### src/rtl/adder_share_pkg.sv
// Shared definitions for the adder-sharing arbiter slice.
package adder_share_pkg;

    localparam int unsigned ADDER_WIDTH = 32;
    localparam int unsigned MAX_REQ     = 8;
    localparam int unsigned MAX_ID_W    = $clog2(MAX_REQ);

    // Operand bundle as captured into the first pipeline stage
    typedef struct packed {
        logic [ADDER_WIDTH-1:0] a;
        logic [ADDER_WIDTH-1:0] b;
        logic [MAX_ID_W-1:0]    id;
    } op_t;

    // Result bundle as held in the second pipeline stage
    typedef struct packed {
        logic [ADDER_WIDTH-1:0] sum;
        logic                   cout;
        logic [MAX_ID_W-1:0]    id;
    } rsp_t;

endpackage

### src/rtl/adder_share_arbiter_rr_arbiter.sv
// Round-robin arbiter: searches from a rotating pointer, wrapping modulo N.
module rr_arbiter #(
    parameter int unsigned N    = 4,
    parameter int unsigned ID_W = $clog2(N)
) (
    input  logic            clk,
    input  logic            rst_n,
    input  logic [N-1:0]    req,
    input  logic            advance_en,
    output logic [N-1:0]    grant,
    output logic [ID_W-1:0] grant_idx
);

    logic [ID_W-1:0] ptr_q;
    logic [ID_W-1:0] cand;
    logic            found;

    // First asserted request at or after the pointer wins
    always_comb begin
        grant     = '0;
        grant_idx = '0;
        cand      = '0;
        found     = 1'b0;
        for (int unsigned k = 0; k < N; k++) begin
            cand = ID_W'((32'(ptr_q) + k) % N);
            if (!found && req[cand]) begin
                found       = 1'b1;
                grant[cand] = 1'b1;
                grant_idx   = cand;
            end
        end
    end

    // Pointer moves past the winner only when the grant is actually taken
    always_ff @(posedge clk or negedge rst_n) begin
        if (!rst_n) begin
            ptr_q <= '0;
        end else if (advance_en && (|req)) begin
            ptr_q <= ID_W'((32'(grant_idx) + 1) % N);
        end
    end

endmodule

### src/rtl/adder_share_arbiter.sv
// One registered adder shared by NUM_REQ requesters through a round-robin
// arbiter and a two-stage pipeline (operands, then result) with backpressure.
module adder_share_arbiter
    import adder_share_pkg::*;
#(
    parameter int unsigned NUM_REQ = 4,
    parameter int unsigned WIDTH   = ADDER_WIDTH,
    parameter int unsigned ID_W    = $clog2(NUM_REQ)
) (
    input  logic                     clk,
    input  logic                     rst_n,
    input  logic [NUM_REQ-1:0]       req_valid,
    output logic [NUM_REQ-1:0]       req_ready,
    input  logic [NUM_REQ*WIDTH-1:0] req_a,
    input  logic [NUM_REQ*WIDTH-1:0] req_b,
    output logic                     rsp_valid,
    input  logic                     rsp_ready,
    output logic [ID_W-1:0]          rsp_id,
    output logic [WIDTH-1:0]         rsp_sum,
    output logic                     rsp_cout
);

    typedef struct packed {
        logic [WIDTH-1:0] a;
        logic [WIDTH-1:0] b;
        logic [ID_W-1:0]  id;
    } s1_t;

    typedef struct packed {
        logic [WIDTH-1:0] sum;
        logic             cout;
        logic [ID_W-1:0]  id;
    } s2_t;

    logic               s1_valid;
    logic               s2_valid;
    s1_t                s1_q;
    s2_t                s2_q;
    logic               advance;
    logic               accept_ok;
    logic [NUM_REQ-1:0] grant;
    logic [ID_W-1:0]    grant_idx;
    logic [WIDTH-1:0]   sel_a;
    logic [WIDTH-1:0]   sel_b;
    logic [WIDTH:0]     full_sum;

    assign advance   = !s2_valid || rsp_ready;
    assign accept_ok = (!s1_valid || advance) && rst_n;
    assign req_ready = grant & {NUM_REQ{accept_ok}};

    rr_arbiter #(
        .N    (NUM_REQ),
        .ID_W (ID_W)
    ) u_arb (
        .clk        (clk),
        .rst_n      (rst_n),
        .req        (req_valid),
        .advance_en (accept_ok),
        .grant      (grant),
        .grant_idx  (grant_idx)
    );

    // Operand mux driven by the one-hot grant
    always_comb begin
        sel_a = '0;
        sel_b = '0;
        for (int unsigned i = 0; i < NUM_REQ; i++) begin
            if (grant[i]) begin
                sel_a = req_a[i*WIDTH +: WIDTH];
                sel_b = req_b[i*WIDTH +: WIDTH];
            end
        end
    end

    // Shared adder between S1 and S2, carry kept as the top bit
    always_comb begin
        full_sum = {1'b0, s1_q.a} + {1'b0, s1_q.b};
    end

    // S1: load on a transfer, otherwise empty out when its contents move to S2
    always_ff @(posedge clk or negedge rst_n) begin
        if (!rst_n) begin
            s1_valid <= 1'b0;
            s1_q     <= '0;
        end else if (accept_ok && (|req_valid)) begin
            s1_valid <= 1'b1;
            s1_q.a   <= sel_a;
            s1_q.b   <= sel_b;
            s1_q.id  <= grant_idx;
        end else if (advance) begin
            s1_valid <= 1'b0;
        end
    end

    // S2: takes S1's result whenever it is free or being popped
    always_ff @(posedge clk or negedge rst_n) begin
        if (!rst_n) begin
            s2_valid <= 1'b0;
            s2_q     <= '0;
        end else if (advance) begin
            s2_valid <= s1_valid;
            if (s1_valid) begin
                s2_q.sum  <= full_sum[WIDTH-1:0];
                s2_q.cout <= full_sum[WIDTH];
                s2_q.id   <= s1_q.id;
            end
        end
    end

    assign rsp_valid = s2_valid;
    assign rsp_id    = s2_q.id;
    assign rsp_sum   = s2_q.sum;
    assign rsp_cout  = s2_q.cout;

endmodule

### config.mk
export PLATFORM = sky130hd
export DESIGN_NAME = adder_share_arbiter
export DESIGN_NICKNAME = d
export VERILOG_FILES = /design/src/rtl/adder_share_pkg.sv /design/src/rtl/adder_share_arbiter_rr_arbiter.sv /design/src/rtl/adder_share_arbiter.sv
export SDC_FILE = /design/constraint.sdc
export NUM_CORES = 1
export LEC_CHECK = 0
export ABC_AREA = 1
export CORE_ASPECT_RATIO = 1.5
export CORE_MARGIN = 3
export CORE_UTILIZATION = 40
export CTS_BUF_LIST = sky130_fd_sc_hd__clkbuf_8
export DETAILED_ROUTE_END_ITERATION = 7
export GPL_TIMING_DRIVEN = 0
export PLACE_DENSITY = 0.71
export SKIP_CTS_REPAIR_TIMING = 1
export SLEW_MARGIN = 5
export SYNTH_ARGS = -nofsm -noshare
export SYNTH_HDL_FRONTEND = slang
export SYNTH_SLANG_ARGS = --single-unit
### constraint.sdc
create_clock -name clk -period 2.75 [get_ports clk]
set_input_delay 0.275 -clock clk [delete_from_list [all_inputs] [get_ports clk]]
set_output_delay 0.275 -clock clk [all_outputs]
set_load 0.01 [all_outputs]
* After elaboration in Yosys (flattened, before gate mapping)
Cells that the tools add are included.
Widths: inputs -> output; s select.
** Cells by class
- Add/subtract/negate cells :: 5
- Magnitude comparators :: 8
- Muxes and demuxes :: 37
- Bitwise gates (word level) :: 4
- Reductions and logical operators :: 19
** Operator list (count)
- $mux 32 :: 8
- $add 32x32->33 :: 1
- $mux 4 :: 4
- $mux 1 :: 13
- $lt 2x3->1 const B :: 4
- $or 4x4->4 :: 3
- $logic_and 1x1->1 :: 9
- $bmux 1 s2 :: 4
- $demux 1 s2 :: 4
- $ge 2x1->1 const B :: 4
- $mux 2 :: 4
- $logic_not 1->1 :: 5
- $add 2x1->2 const B :: 2
- $add 2x2->2 const B :: 2
- $and 4x4->4 :: 1
- $reduce_or 4->1 :: 1
- $logic_or 1x1->1 :: 2
- $reduce_and 2->1 :: 1
- $reduce_bool 2->1 :: 1
** Storage, ports and cells
- Bits in registers :: 105
- Input bits :: 263

* Depth between registers and ports, before layout
Gate-level depths: netlist (run 1).
- Depth in word-level cells :: 16
- Mapped depth :: 17
- Gate-level depth less buffers :: 15

* Hierarchy
A second synthesis (run 1) with hierarchy kept.
** Unflattened totals
- Cell total of the unflattened synthesis :: 1247
- Area, all modules :: 8411.8 um^2
** Modules (own cells, without submodules)
- adder_share_arbiter :: instances 1, cells each 1152, area each 7857.5 um^2, sequential area each 2577.5 um^2
- rr_arbiter :: instances 1, cells each 95, area each 554.3 um^2, sequential area each 50.0 um^2

* Least setup slack after synthesis (run 1)
Ideal clock, no wire load.
- Path type :: flip-flop to output port
- From :: reg u_arb.ptr_q[0]
- To :: out req_ready[2]
- Arrival time :: 2.049 ns
- Path slack :: 0.426 ns
- Cell stages (with the launch flop) :: 14
- Cell sequence :: dfrtp_1 > inv_2 > ha_1 > inv_1 > nand3_1 > nand2_1 > nand3_1 > nor2_2 > nand2_1 > nand3_2 > buf_4 > buf_2 > nand2_1 > inv_1
** On the way
- Longest elaborated chain between the ends :: 13
- Elaborated cells between the ends (all ways) :: 48
** Ends and longest elaborated chain
- start, declared :: line adder_share_arbiter_rr_arbiter.sv:14 : logic [ID_W-1:0] ptr_q;
- start signal, assigned :: line adder_share_arbiter_rr_arbiter.sv:39 : ptr_q <= ID_W'((32'(grant_idx) + 1) % N);
- branches (longest 11 deep; another with $lt 2x3->1)
- $mux 4 * :: line adder_share_arbiter_rr_arbiter.sv:26 : if (!found && req[cand]) begin
- $and 4x4->4 * :: line adder_share_arbiter.sv:49 : assign req_ready = grant & {NUM_REQ{accept_ok}};
- end, declared :: line adder_share_arbiter.sv:13 : output logic [NUM_REQ-1:0] req_ready,
Mark *: on every way between the ends. The select of a mux whose other input is x is not followed.

* Worst setup path after layout (run 1)
- From :: reg u_arb.ptr_q[1]
- To :: out req_ready[3]
The elaborated chain is that of the path after synthesis.

==> results of run 1 <==
## flip-flops by register name (all words and copies together) (netlist names)
register / cells
rsp_cout: 1
rsp_id: 2
rsp_sum: 32
rsp_valid: 1
s1_q: 66
s1_valid: 1
u_arb.ptr_q: 2
## per-stage QoR
stage          cells  hold WS (ns)  utilization, %
2_1_floorplan   1494      -0.02059               -
3_3_place_gp    2068        0.4631           56.60
3_5_place_dp    2069        0.2840           56.72
4_1_cts         2085       -0.1410           57.68
5_1_grt         2107        0.5086           58.82
6_report        2107        0.4846           58.82
## power by group through the flow
stage                     registers [W]  clock network, W  logic, W
final                           0.00278           0.00103    0.0141
after global routing            0.00287           0.00110    0.0158
after CTS                       0.00280           0.00104    0.0134
after detailed placement        0.00283                 0    0.0134
after global placement          0.00282                 0    0.0133
after floorplan                 0.00281                 0   0.00914
## layout by cell type, fill, tap and decap left out, types with 4 or more instances in the layout
cell type	count
sky130_fd_sc_hd__nand3_2	6
sky130_fd_sc_hd__clkdlybuf4s50_1	297
sky130_fd_sc_hd__clkbuf_8	10
sky130_fd_sc_hd__nand4_1	13
sky130_fd_sc_hd__nor2_1	64
sky130_fd_sc_hd__clkbuf_1	22
sky130_fd_sc_hd__nand2_1	624
sky130_fd_sc_hd__nand3_1	37
sky130_fd_sc_hd__inv_1	191
sky130_fd_sc_hd__a31oi_1	13
sky130_fd_sc_hd__clkinv_4	4
sky130_fd_sc_hd__a21oi_1	233
sky130_fd_sc_hd__dfrtp_1	103
sky130_fd_sc_hd__xnor2_1	8
sky130_fd_sc_hd__buf_2	20
sky130_fd_sc_hd__o21ai_0	39
sky130_fd_sc_hd__nand2_2	5
sky130_fd_sc_hd__buf_4	33
sky130_fd_sc_hd__ha_1	38
sky130_fd_sc_hd__buf_6	11
sky130_fd_sc_hd__or2_2	5
sky130_fd_sc_hd__nor3_1	4
## layer usage
| metal | routed length [um] | track usage, % | up-vias | part of all wire [%] |
|---|---|---|---|---|
| li1 | - | - | 5380 | - |
| met1 | 13970 | 33.46 | 4777 | 38 |
| met2 | 19080 | 53.00 | 351 | 52 |
| met3 | 1864 | 3.503 | 78 | 5.1 |
| met4 | 1645 | 12.00 | 0 | 4.5 |
| met5 | 0 | 0 | - | 0 |
## how the worst max path moves through the flow
stage              startpoint            to  slack (ns)
2_1_floorplan  u_arb.ptr_q[0]  req_ready[2]        0.43
3_3_place_gp            rst_n      s1_q[64]       -4.55
3_5_place_dp   u_arb.ptr_q[0]  req_ready[2]       -0.65
4_1_cts        u_arb.ptr_q[0]  req_ready[2]       -1.11
5_1_grt        u_arb.ptr_q[1]  req_ready[2]       -0.07
6_report       u_arb.ptr_q[1]  req_ready[3]        0.04
## critical path, cell delays in order (launching register included)
cell and delay (ns):
sky130_fd_sc_hd__dfrtp_2 0.48, sky130_fd_sc_hd__buf_4 0.16, sky130_fd_sc_hd__buf_4 0.14, sky130_fd_sc_hd__nand3_2 0.13, sky130_fd_sc_hd__nand2_4 0.12, sky130_fd_sc_hd__nor2_4 0.14, sky130_fd_sc_hd__nand2_2 0.09, sky130_fd_sc_hd__nor2_2 0.14
sky130_fd_sc_hd__nand2_1 0.08, sky130_fd_sc_hd__nand3_2 0.09, sky130_fd_sc_hd__buf_8 0.11, sky130_fd_sc_hd__buf_12 0.12, sky130_fd_sc_hd__nand2_1 0.05, sky130_fd_sc_hd__inv_1 0.05, sky130_fd_sc_hd__buf_2 0.12
## logic make-up after synthesis
logic type | Yosys count | share of synthesized area [%]
AOI/OAI and AO/OA | 305 | 17.71
xor gates and xnor gates | 10 | 0.9657
adders and majority gates | 40 | 5.601
buffers and inverters | 265 | 12.98
DFF | 105 | 28.97
and+or+nand+nor | 769 | 33.77
## layout make-up
type	instances	area (um^2)
fill	2189	9046
timing repair buffer	327	3223
sequential	105	2630
inverter	196	743.2
buffer	67	461.7
clock buffer	10	137.6
clock inverter	6	73.82
multi-input combinational	1124	5310
tap	272	340.3
==> impl_summary.txt, run 1 <==
----------------------------------------------------
[Synthesis]
  Average instance area after synthesis ... 6.071 um^2
  Synth Warn # ... 0
  Post-synthesis register bit count ... 105
  Dominant register cell in the synthesized netlist ... sky130_fd_sc_hd__dfrtp_1
  Distinct cell type count of the synthesized netlist ... 41
  Mapped Area ... 0.009070 mm^2
  Number of enable-type register cells in the synthesized netlist ... 0
  Library cell with the largest summed area after synthesis ... sky130_fd_sc_hd__dfrtp_1
  Leading cell types by count after synthesis ... 626 x sky130_fd_sc_hd__nand2_1, 233 x sky130_fd_sc_hd__a21oi_1, 192 x sky130_fd_sc_hd__inv_1, 105 x sky130_fd_sc_hd__dfrtp_1, 64 x sky130_fd_sc_hd__nor2_1
  Most instantiated library cell after synthesis ... sky130_fd_sc_hd__nand2_1
  Share of Yosys cell area claimed by the top area cell type ... 28.97%
  Dominant cells by area after synthesis ... sky130_fd_sc_hd__dfrtp_1 29%, sky130_fd_sc_hd__nand2_1 26%, sky130_fd_sc_hd__a21oi_1 13%, sky130_fd_sc_hd__inv_1 7.9%, sky130_fd_sc_hd__ha_1 5.4%
  Share of the yosys chip area belonging to registers ... 28.97%
  Synthesized net count ... 1797
  Post-Synthesis Cells ... 1494
  Share of flip-flops with an asynchronous set or reset after synthesis ... 100.0%

[Finish]
  Area overhead of the layout relative to synthesis ... 42.45%
  Antenna diode count ... 0
  Net count reported at finish ... 2133
  Share of cells above drive strength 1 ... 6.649%
  Post-route cell area ... 0.01292 mm^2

[Routing]
  Detailed-routing iteration count for the pre-antenna-repair pass ... 5
  Count of vias placed by the detailed router ... 10590
  Drc violations ... 0
  Post-Route WL ... 36560 um
  Average wire per cell in the routed design ... 17.35 um
  Vias per std cell ... 5.024
  Initial drt markers ... 609
  Final ANT Viol Nets ... 0

[Min path]
  Hold crit path type ... register to register
  Beginning of the worst hold path ... rsp_sum[25]
  Hold path depth ... 2
  Hold Crit Endpoint ... rsp_sum[25]

[Placed design]
  Final HPWL from detailed placement ... 30740 um
  Final estimated routing congestion in global placement ... 0.9991
  Setup slack at placement ... -0.6501 ns
  Number of buffers inserted by port buffering ... 302
  Post-placement cell area ... 0.01246 mm^2

[Power and ir drop]
  Total Power ... 0.01791 W
  Switching power as a share of total power ... 54.09%
  Total power density per cell area ... 1386 mW/mm^2
  Power share of the clock group ... 5.7%
  Leakage power figure ... 6.860 nW
  Switching power ... 0.009688 W
  Worst IR drop on VDD ... 0.8403 mV
  Internal power ... 0.008223 W
  Sequential fraction of design power ... 15.5%
  Combinational fraction of design power ... 78.7%

[Outcome]
  Status ... finished clean

[Die]
  Io pins ... 303
  Starting Density ... 41.29%
  Area of the core ... 0.02197 mm^2
  Rows ... 66
  Area of the die ... 0.02456 mm^2
  Die Span X ... 129.0 um
  Die extent in y ... 190.4 um

[CTS]
  Clock insertion delay at the later pin of the skew report ... 0.39 ns
  Maximum buffer depth of the clock tree ... 2
  Inserted Clock Buffers ... 9
  CTS tree ... yes
  H-Tree Level Count ... 3
  Clk sinks ... 105
  Clock Pin Slew Worst Setup and Hold Paths ... 0.11 ns
  Clk root buf ... sky130_fd_sc_hd__clkbuf_8

[Worst setup path]
  Destination of the worst register-to-register timing path ... s1_q[43]
  Critical Path Source Type ... register
  Kind of end point of the critical path ... output pin
  R2R Setup Slk ... 0.16 ns
  Startpoint of the worst register-to-register path ... u_arb.ptr_q[0]
  Crit Path Category ... register to output pin
  Number of cell instances on the worst register-to-register path ... 16
  Critical path data required time ... 2.48 ns
  Max FO, Critical Path ... 10
  Worst EP arrival ... 2.44 ns

[GRT]
  Maximum number of pins on one net before global-route repair ... 67
  Via count of the first global-routing pass ... 10340
  Wire length of the first global-routing pass ... 54770 um
  Leftover overflow at the end of global routing ... 0
  Tot GR Track Use ... 28.93%
  Antenna violations before repair ... 0

[Timing]
  Final worst slack ... 0.03736 ns
  Hold Violations, Final ... 0
  RSZ-0062 raised after global routing ... true
  Max-slew violations ... 0
  Fmax ... 368.6 MHz
  Worst clock skew ... 0.01378 ns
  Slew HR ... 52.33%
  Least-Margin Pin Slew ... 0.7076 ns
  Endpoints failing setup ... 0
  Setup total negative slack ... 0 ns
  Fin crit period ... 2.713 ns
  Period utilization ... 98.64%

[Job]
  Total of max-cap violations ... 0

----------------------------------------------------
Note: power is estimated with default switching activity, not from simulation.
==> run 2: changes to the inputs <==
--- a/config.mk
+++ b/config.mk
@@ -6,13 +6,12 @@
 export NUM_CORES = 1
 export LEC_CHECK = 0
 export ABC_AREA = 1
-export CORE_ASPECT_RATIO = 1.5
 export CORE_MARGIN = 3
 export CORE_UTILIZATION = 40
 export CTS_BUF_LIST = sky130_fd_sc_hd__clkbuf_8
 export DETAILED_ROUTE_END_ITERATION = 7
 export GPL_TIMING_DRIVEN = 0
-export PLACE_DENSITY = 0.71
+export PLACE_DENSITY = 0.82
 export SKIP_CTS_REPAIR_TIMING = 1
 export SLEW_MARGIN = 5
 export SYNTH_ARGS = -nofsm -noshare
==> impl_summary.txt, run 2 (synthesis gave the netlist of run 1 again) <==
----------------------------------------------------
[Outcome]
  Status ... finished with violations
  Failing checks ... hold timing, setup timing

[Timing]
  Final worst slack ... -0.02155 ns
  Worst clock skew ... 0.007973 ns
  Period utilization ... 100.8%
  Hold Violations, Final ... 45
  RSZ-0062 raised after global routing ... true
  Fin crit period ... 2.772 ns
  Max-slew violations ... 0
  Slew HR ... 59.17%
  Endpoints failing setup ... 1
  Least-Margin Pin Slew ... 0.6124 ns
  Fmax ... 360.8 MHz
  Post-route worst hold slack ... -0.2261 ns

[Die]
  Rows ... 54
  Die extent in y ... 156.6 um
  Starting Density ... 41.18%
  Io pins ... 303
  Area of the die ... 0.02452 mm^2
  Die Span X ... 156.6 um
  Area of the core ... 0.02203 mm^2

[Worst setup path]
  Startpoint of the worst register-to-register path ... u_arb.ptr_q[0]
  Crit Path Category ... register to output pin
  Critical Path Source Type ... register
  Maximum single-stage delay on the critical path ... 0.50 ns
  Crit path buffers/inverters ... 8
  Critical path data required time ... 2.48 ns
  Top Family by Delay on Critical Path ... buffers and inverters
  Critical Path Source ... u_arb.ptr_q[0]
  Max FO, Critical Path ... 10
  Cells traversed along the worst timing path ... clkinv_4 -> ha_4 -> inv_4 -> nand2_2 -> nand2_2 -> nor2_4 -> buf_6 -> buf_4 -> nand4_1 -> nand3_2 -> buf_8 -> buf_8 -> nand2_4 -> inv_2 -> buf_6
  Total stage count of the critical path ... 15
  Worst EP arrival ... 2.50 ns
  Number of cell instances on the worst register-to-register path ... 19
  Cell type of the slowest stage on the worst timing path ... sky130_fd_sc_hd__dfrtp_2
  Kind of end point of the critical path ... output pin

[Finish]
  Fillers ... 2102
  Leading cell type in the layout, fill and taps excluded ... sky130_fd_sc_hd__nand2_1
  Share of cells above drive strength 1 ... 7.905%
  Net count reported at finish ... 2145
  Register ranked first by flip-flop count ... s1_q
  Leading cell types in the layout, fill and taps excluded ... 620 x sky130_fd_sc_hd__nand2_1, 297 x sky130_fd_sc_hd__clkdlybuf4s50_1, 233 x sky130_fd_sc_hd__a21oi_1, 188 x sky130_fd_sc_hd__inv_1, 103 x sky130_fd_sc_hd__dfrtp_1
  Flip-flop count of the largest register after layout ... 66
  Antenna diode count ... 0
  Area overhead of the layout relative to synthesis ... 44.47%
  Number of standard cells in the layout, taps in and fillers out ... 2127

[Power and ir drop]
  Sequential fraction of design power ... 15.5%
  Switching power as a share of total power ... 53.64%
  Total power density per cell area ... 1408 mW/mm^2
  Switching power ... 0.009897 W
  Combinational fraction of design power ... 79.3%
  Worst IR drop on VDD ... 0.6610 mV
  Leakage power figure ... 6.937 nW
  Power share of the clock group ... 5.2%
  Internal power ... 0.008554 W

[Routing]
  Final ANT Viol Nets ... 0
  Count of vias placed by the detailed router ... 10780
  Detailed-routing iteration count for the pre-antenna-repair pass ... 5
  Vias per std cell ... 5.066
  Post-Route WL ... 34670 um
  Initial drt markers ... 775
  Drc violations ... 0
  Average wire per cell in the routed design ... 16.30 um

[Placed design]
  Inst Count DP ... 2077
  Number of buffers inserted by port buffering ... 302
  Final HPWL from detailed placement ... 28510 um
  Final estimated routing congestion in global placement ... 0.9583

[CTS]
  Maximum buffer depth of the clock tree ... 2
  Clk sinks ... 105
  Clk root buf ... sky130_fd_sc_hd__clkbuf_8
  Clock insertion delay at the later pin of the skew report ... 0.40 ns
  H-Tree Level Count ... 3
  CTS tree ... yes
  Clock Pin Slew Worst Setup and Hold Paths ... 0.11 ns
  Inserted Clock Buffers ... 9

[GRT]
  Wire length of the first global-routing pass ... 52780 um
  Antenna violations before repair ... 2
  Tot GR Track Use ... 27.26%
  Leftover overflow at the end of global routing ... 0
  Via count of the first global-routing pass ... 10050
  Maximum number of pins on one net before global-route repair ... 62

[Min path]
  Hold crit path type ... input port to asynchronous set/reset pin

[Job]
  Total of max-cap violations ... 0

----------------------------------------------------
-- run 2: cell count changes in the layout (fill, tap and decap cells not counted), moves of 3 or more --
cell / delta
sky130_fd_sc_hd__buf_4: +9
sky130_fd_sc_hd__buf_6: +4
sky130_fd_sc_hd__inv_1: -3
sky130_fd_sc_hd__nand2_1: -4
-- run 2: cell type report --
cell class	instances	area, um^2	share of cell area [%]
well taps	280	350.3	2.674
clock inverters	6	51.30	0.3915
multi-input cells	1124	5366	40.95
clock buffers	10	137.6	1.050
repair buffers	339	3357	25.62
flip-flops and latches	105	2630	20.07
inverters	196	745.7	5.691
plain buffers	67	465.4	3.552
-- run 2: worst paths after layout --
kind | slack [ns] | to
hold / removal | -0.23 | rsp_valid
setup reg to reg | 0.13 | s1_q[17]
hold reg to reg | 0.49 | rsp_sum[20]
min in group clk | 0.49 | rsp_sum[20]
max in group asynchronous | 2.34 | s1_q[10]
setup / recovery | -0.02 | req_ready[2]
-- run 2: power by group through the flow --
stage | sequential [W] | clock, W | combinational, W
2_1_floorplan | 0.00281 | 0 | 0.00914
3_3_place_gp | 0.00285 | 0 | 0.0131
3_5_place_dp | 0.00287 | 0 | 0.0133
4_1_cts | 0.00284 | 0.000961 | 0.0133
5_1_grt | 0.00294 | 0.00102 | 0.0163
6_report | 0.00286 | 0.000954 | 0.0146
-- run 2: stage by stage --
stage,instance area [um^2],setup TNS (ns),total power (W),setup WS [ns],util (%)
after global routing,13100,-0.3392,0.02028,-0.1320,59.49
final,13100,-0.02155,0.01845,-0.02155,59.49
after global placement,12440,-568.04,0.01599,-4.550,56.49
after CTS,12660,-7.689,0.01715,-0.9804,57.46
after detailed placement,12470,-31.96,0.01613,-0.6199,56.61
after floorplan,9070,0,0.01195,0.4257,-
-- run 2: layer usage --
layer  part of all wire (%)  track usage [%]  vias to the layer above
li1                       -                -                     5407
met1                     43            36.54                     4911
met2                     48            46.23                      412
met3                    6.3            3.789                       42
met4                    2.3            7.378                        4
met5                  0.078                0                        -
